[config.mk]
export PLATFORM = sky130hd
export DESIGN_NAME = usb_send_pkt_arbiter_n
export DESIGN_NICKNAME = d
export VERILOG_FILES = /design/src/rtl/usb_send_pkt_arbiter_n.sv
export SDC_FILE = /design/constraint.sdc
export NUM_CORES = 1
export LEC_CHECK = 0
export ABC_AREA = 1
export CAP_MARGIN = 0
export CORE_MARGIN = 2
export CORE_UTILIZATION = 43
export CTS_CLUSTER_DIAMETER = 30
export DETAILED_ROUTE_END_ITERATION = 7
export PLACE_DENSITY = 0.82
export SLEW_MARGIN = 20
export SYNTH_ARGS = -nofsm -noshare
export SYNTH_HDL_FRONTEND = slang
export SYNTH_SLANG_ARGS = --single-unit
[constraint.sdc]
create_clock -name clk -period 1.71 [get_ports clk]
set_input_delay 0.2565 -clock clk [delete_from_list [all_inputs] [get_ports clk]]
set_output_delay 0.2565 -clock clk [all_outputs]
set_load 0.05 [all_outputs]
[src/rtl/usb_send_pkt_arbiter_n.sv]
// Arbiter for the host controller's single sendPacket transmitter. It serves a
// fixed-priority SOF channel plus NUM_CH round-robin channels, with registered grants and a grant watchdog.
module usb_send_pkt_arbiter_n #(
  parameter int               NUM_CH   = 2,
  parameter int               PID_W    = 4,
  parameter logic [PID_W-1:0] PRIO_PID = 4'h5,
  parameter int               TIMEOUT  = 0,
  parameter int               TO_W     = 16,
  localparam int              ID_W     = (NUM_CH > 1) ? $clog2(NUM_CH) : 1
) (
  input  logic                    clk,
  input  logic                    rst_n,
  input  logic                    prio_req,
  input  logic                    prio_wen,
  output logic                    prio_gnt,
  input  logic [NUM_CH-1:0]       ch_req,
  input  logic [NUM_CH*PID_W-1:0] ch_pid,
  input  logic [NUM_CH-1:0]       ch_wen,
  output logic [NUM_CH-1:0]       ch_gnt,
  output logic [PID_W-1:0]        send_pid,
  output logic                    send_wen,
  output logic [ID_W-1:0]         gnt_id,
  output logic                    busy,
  output logic                    timeout_err
);

  localparam logic [TO_W-1:0] WD_LAST = TO_W'((TIMEOUT > 0) ? TIMEOUT - 1 : 0);
  localparam bit              WD_ON   = (TIMEOUT > 0);

  typedef enum logic [1:0] {START, IDLE, GNT_PRIO, GNT_CH} stateT;

  stateT             state;
  logic              selPrio;
  logic              prioLock;
  logic [ID_W-1:0]   rrPtr;
  logic [NUM_CH-1:0] lockout;
  logic [TO_W-1:0]   wdCount;

  logic [NUM_CH-1:0] eligible;
  logic              hiValid, loValid, pickValid;
  logic [ID_W-1:0]   hiId, loId, pickId;
  logic [PID_W-1:0]  pidSel;
  logic              wenSel, reqSel;
  logic              wdExpired, revokePrio, revokeCh;

  assign eligible = ch_req & ~lockout;

  // Round robin: prefer the lowest eligible index at or above rrPtr, else wrap to the lowest overall.
  always_comb begin
    hiValid = 1'b0;
    hiId    = '0;
    loValid = 1'b0;
    loId    = '0;
    for (int k = NUM_CH - 1; k >= 0; k--) begin
      if (eligible[k]) begin
        if (ID_W'(k) >= rrPtr) begin
          hiValid = 1'b1;
          hiId    = ID_W'(k);
        end
        loValid = 1'b1;
        loId    = ID_W'(k);
      end
    end
    pickValid = hiValid | loValid;
    pickId    = hiValid ? hiId : loId;
  end

  always_comb begin
    pidSel = ch_pid[PID_W-1:0];
    wenSel = ch_wen[0];
    reqSel = ch_req[0];
    for (int k = 0; k < NUM_CH; k++) begin
      if (gnt_id == ID_W'(k)) begin
        pidSel = ch_pid[k*PID_W +: PID_W];
        wenSel = ch_wen[k];
        reqSel = ch_req[k];
      end
    end
  end

  assign wdExpired   = WD_ON && (wdCount == WD_LAST);
  assign revokePrio  = (state == GNT_PRIO) && prio_req && wdExpired;
  assign revokeCh    = (state == GNT_CH) && reqSel && wdExpired;

  assign send_pid    = selPrio ? PRIO_PID : pidSel;
  assign send_wen    = (prio_gnt & prio_wen) | ((|ch_gnt) & wenSel);
  assign busy        = prio_gnt | (|ch_gnt);

  // A revoked requester stays locked out until it drops its request at least once.
  always_ff @(posedge clk or negedge rst_n) begin
    if (!rst_n) begin
      state       <= START;
      prio_gnt    <= 1'b0;
      ch_gnt      <= '0;
      gnt_id      <= '0;
      selPrio     <= 1'b0;
      rrPtr       <= '0;
      lockout     <= '0;
      prioLock    <= 1'b0;
      wdCount     <= '0;
      timeout_err <= 1'b0;
    end else begin
      timeout_err <= revokePrio | revokeCh;
      lockout     <= (lockout & ch_req) | (revokeCh ? ch_gnt : '0);
      prioLock    <= (prioLock & prio_req) | revokePrio;
      wdCount     <= wdCount + TO_W'(1);
      case (state)
        START: state <= IDLE;
        IDLE: begin
          wdCount <= '0;
          if (prio_req && !prioLock) begin
            state    <= GNT_PRIO;
            prio_gnt <= 1'b1;
            selPrio  <= 1'b1;
          end else if (pickValid) begin
            state   <= GNT_CH;
            ch_gnt  <= NUM_CH'(1) << pickId;
            gnt_id  <= pickId;
            selPrio <= 1'b0;
            rrPtr   <= (pickId == ID_W'(NUM_CH - 1)) ? '0 : pickId + ID_W'(1);
          end
        end
        GNT_PRIO: begin
          if (!prio_req || revokePrio) begin
            state    <= IDLE;
            prio_gnt <= 1'b0;
          end
        end
        GNT_CH: begin
          if (!reqSel || revokeCh) begin
            state  <= IDLE;
            ch_gnt <= '0;
          end
        end
        default: state <= IDLE;
      endcase
    end
  end

endmodule
==> flow_metrics.env <==
export IMPL_status="finished clean"
export IMPL_cts_setup_buffers=0
export IMPL_io_buffers=25
export IMPL_yosys_top_cells_area="dfrtp_1, nand2_1, inv_1"
export IMPL_rsz0062_at_grt="false"
export IMPL_synth_top_area_share_pct=45.3
export IMPL_antenna_cells=0
export IMPL_io_pins=27
export IMPL_dieArea_um2=1730
export IMPL_drtIter0Drc=4
export IMPL_dr_total_vias=590
export IMPL_clk_path_buf_depth=2
export IMPL_yosysWarnings=0
export IMPL_avgRoutedWirePerCell_um=10.7
export IMPL_start_util_pct=46.2
export IMPL_endpoint_kind="output port"
export IMPL_yosysTopAreaCell="dfrtp_1"
export IMPL_grt_max_degree=12
export IMPL_cts_clk_slew_worst_paths_ns=0.07
export IMPL_max_freq_mhz=606
export IMPL_post_synth_num_cell_types=16
export IMPL_routed_wl_um=1390
export IMPL_htreeDepth=1
export IMPL_cp_start_kind="flip-flop"
export IMPL_slew_violations=0
export IMPL_finalHoldViolCount=0
export IMPL_syn_nets=103
export IMPL_required_ns=1.45
export IMPL_fill_cells=99
export IMPL_synth_seq_cells=11
export IMPL_rows=13
export IMPL_cts_tree="built"
export IMPL_ant_nets=0
export IMPL_period_needed_ns=1.65
export IMPL_syn2layout_area_growth_pct=56.6
export IMPL_criticalPathCategory="reg2out"
export IMPL_cp_max_fo=9
export IMPL_met1_usage_pct=20.1
export IMPL_fin_worst_skew_ns=0.00122
export IMPL_clkLatencyLatePin_ns=0.26
export IMPL_core_area_um2=1320
export IMPL_use_met2_pct=32.2
export IMPL_top_usage_layer="met2"
export IMPL_die_w_um=41.6
export IMPL_syn_inst=87
export IMPL_whs_ns=0.324
export IMPL_routed_via_density=4.54
export IMPL_grt_util_met3_pct=3.04
export IMPL_cts_root_buf="clkbuf_4"
export IMPL_grt_remaining_overflow=0
export IMPL_ys_seq_area_share_pct=45.3
export IMPL_drc=0
export IMPL_die_h_um=41.6
export IMPL_dr_pass1_iters=3
export IMPL_final_layout_size_suffix_gt1_share_pct=19.1
export IMPL_critPathArrivalTime_ns=1.39
export IMPL_setup_viol=0
export IMPL_p_leak_nw=0.524
export IMPL_grt_pass1_vias=625
export IMPL_power_density_nw_per_um2=1840
export IMPL_hpwl_um=1130
export IMPL_hp_class="in2async"
export IMPL_clock_sinks=11
export IMPL_nNetsFinal=132
export IMPL_maxCapViolCount=0
export IMPL_grt_total_usage_pct=17.7
export IMPL_synth_area_um2=608
export IMPL_place_gp_congestion=0.801
export IMPL_postCtsHoldBufs=0
export IMPL_grt_antenna_before_repair=0
export IMPL_syn_area_per_cell_um2=6.99
export IMPL_peakVddDrop_mv=0.966
export IMPL_ctsResizeCount=0
export IMPL_grt_pass1_wl_um=2430
export IMPL_cts_made_buffers=3
export IMPL_finalCritPeriodShare_pct=96.5
export IMPL_tns_ns=0
[cell usage after synthesis]
cell type	instances
o21ai_1	1
nand3_2	1
inv_2	1
inv_1	15
nor2_1	8
buf_4	1
nor2_4	1
o21ai_0	3
conb_1	1
dfrtp_1	11
a21oi_1	1
nand2_2	3
nand2_1	33
nand3_1	4
nand3b_1	2
o31ai_1	1
[sequential cells by signal, summed over array words and instances, names as in the netlist]
register  count
gnt_id        1
prio_gnt      1
state         2
selPrio       1
lockout       2
prioLock      1
rrPtr         1
ch_gnt        2
[worst max-delay path, stage by stage (launching register included)]
cell     delay (ns)
dfrtp_1        0.48
inv_2          0.15
nor2_1         0.08
o31ai_4        0.24
buf_12         0.18
[through the flow]
stage | std cells | setup WS [ns] | utilization, % | area [µm²] | total power, mW
after floorplan | 87 | 0.0247 | - | 627 | 1.13
after global placement | 126 | 0.248 | 70.3 | 926 | 1.57
after detailed placement | 126 | 0.222 | 70.3 | 926 | 1.60
after CTS | 130 | 0.0464 | 72.3 | 952 | 1.77
after global routing | 130 | 0.00135 | 72.3 | 952 | 1.86
final | 130 | 0.0597 | 72.3 | 952 | 1.76
[cell families after synthesis]
kind of cell / synth area share [%]
other: 0.617
AOI/OAI and AO/OA: 5.35
and+or+nand+nor: 37.7
buffers and inverters: 11.1
DFF: 45.3
[layout by cell type, fill, tap and decap left out, drive strengths merged, types with 2 or more instances in the layout]
cell type / instances
o21ai: 4
buf: 10
nand2: 36
clkbuf: 4
dfrtp: 11
nor2: 9
nand3b: 2
nand3: 5
inv: 16
clkdlybuf4s50: 15
[area by class of cell]
cell class / count / area (µm²) / share of cell area (%)
clock buffer: 4 / 26.3 / 2.76
inverter: 16 / 60.1 / 6.31
multi-input combinational: 59 / 284 / 29.8
sequential: 11 / 275 / 28.9
tap: 15 / 18.8 / 1.97
timing repair buffer: 25 / 288 / 30.2
[metal layers]
| metal | vias up | wire length [µm] | share of wire (%) |
|---|---|---|---|
| met5 | - | 0 | 0 |
| li1 | 315 | - | - |
| met2 | 19 | 700 | 50 |
| met1 | 254 | 602 | 43 |
| met3 | 2 | 77 | 5.5 |
| met4 | 0 | 14 | 1.0 |
[path summary, 6_finish.rpt]
| path | startpoint | endpoint | slack (ns) | cells after the start |
|---|---|---|---|---|
| setup / recovery | gnt_id | send_wen | 0.06 | 4 |
| hold / removal | rst_n | lockout[1] | 0.32 | 1 |
| setup reg to reg | gnt_id | ch_gnt[0] | 0.59 | 7 |
| hold reg to reg | lockout[1] | lockout[1] | 0.47 | 2 |
| max in group asynchronous | rst_n | state[0] | 1.06 | 1 |
| min in group clk | lockout[1] | lockout[1] | 0.47 | 2 |
[power by group]
part	switching (mW)	internal [mW]	total (mW)
Combinational	0.707	0.453	1.16
Sequential	0.0802	0.343	0.423
Clock	0.0832	0.0900	0.173
No activity file was read; power rests on OpenSTA's default activity.
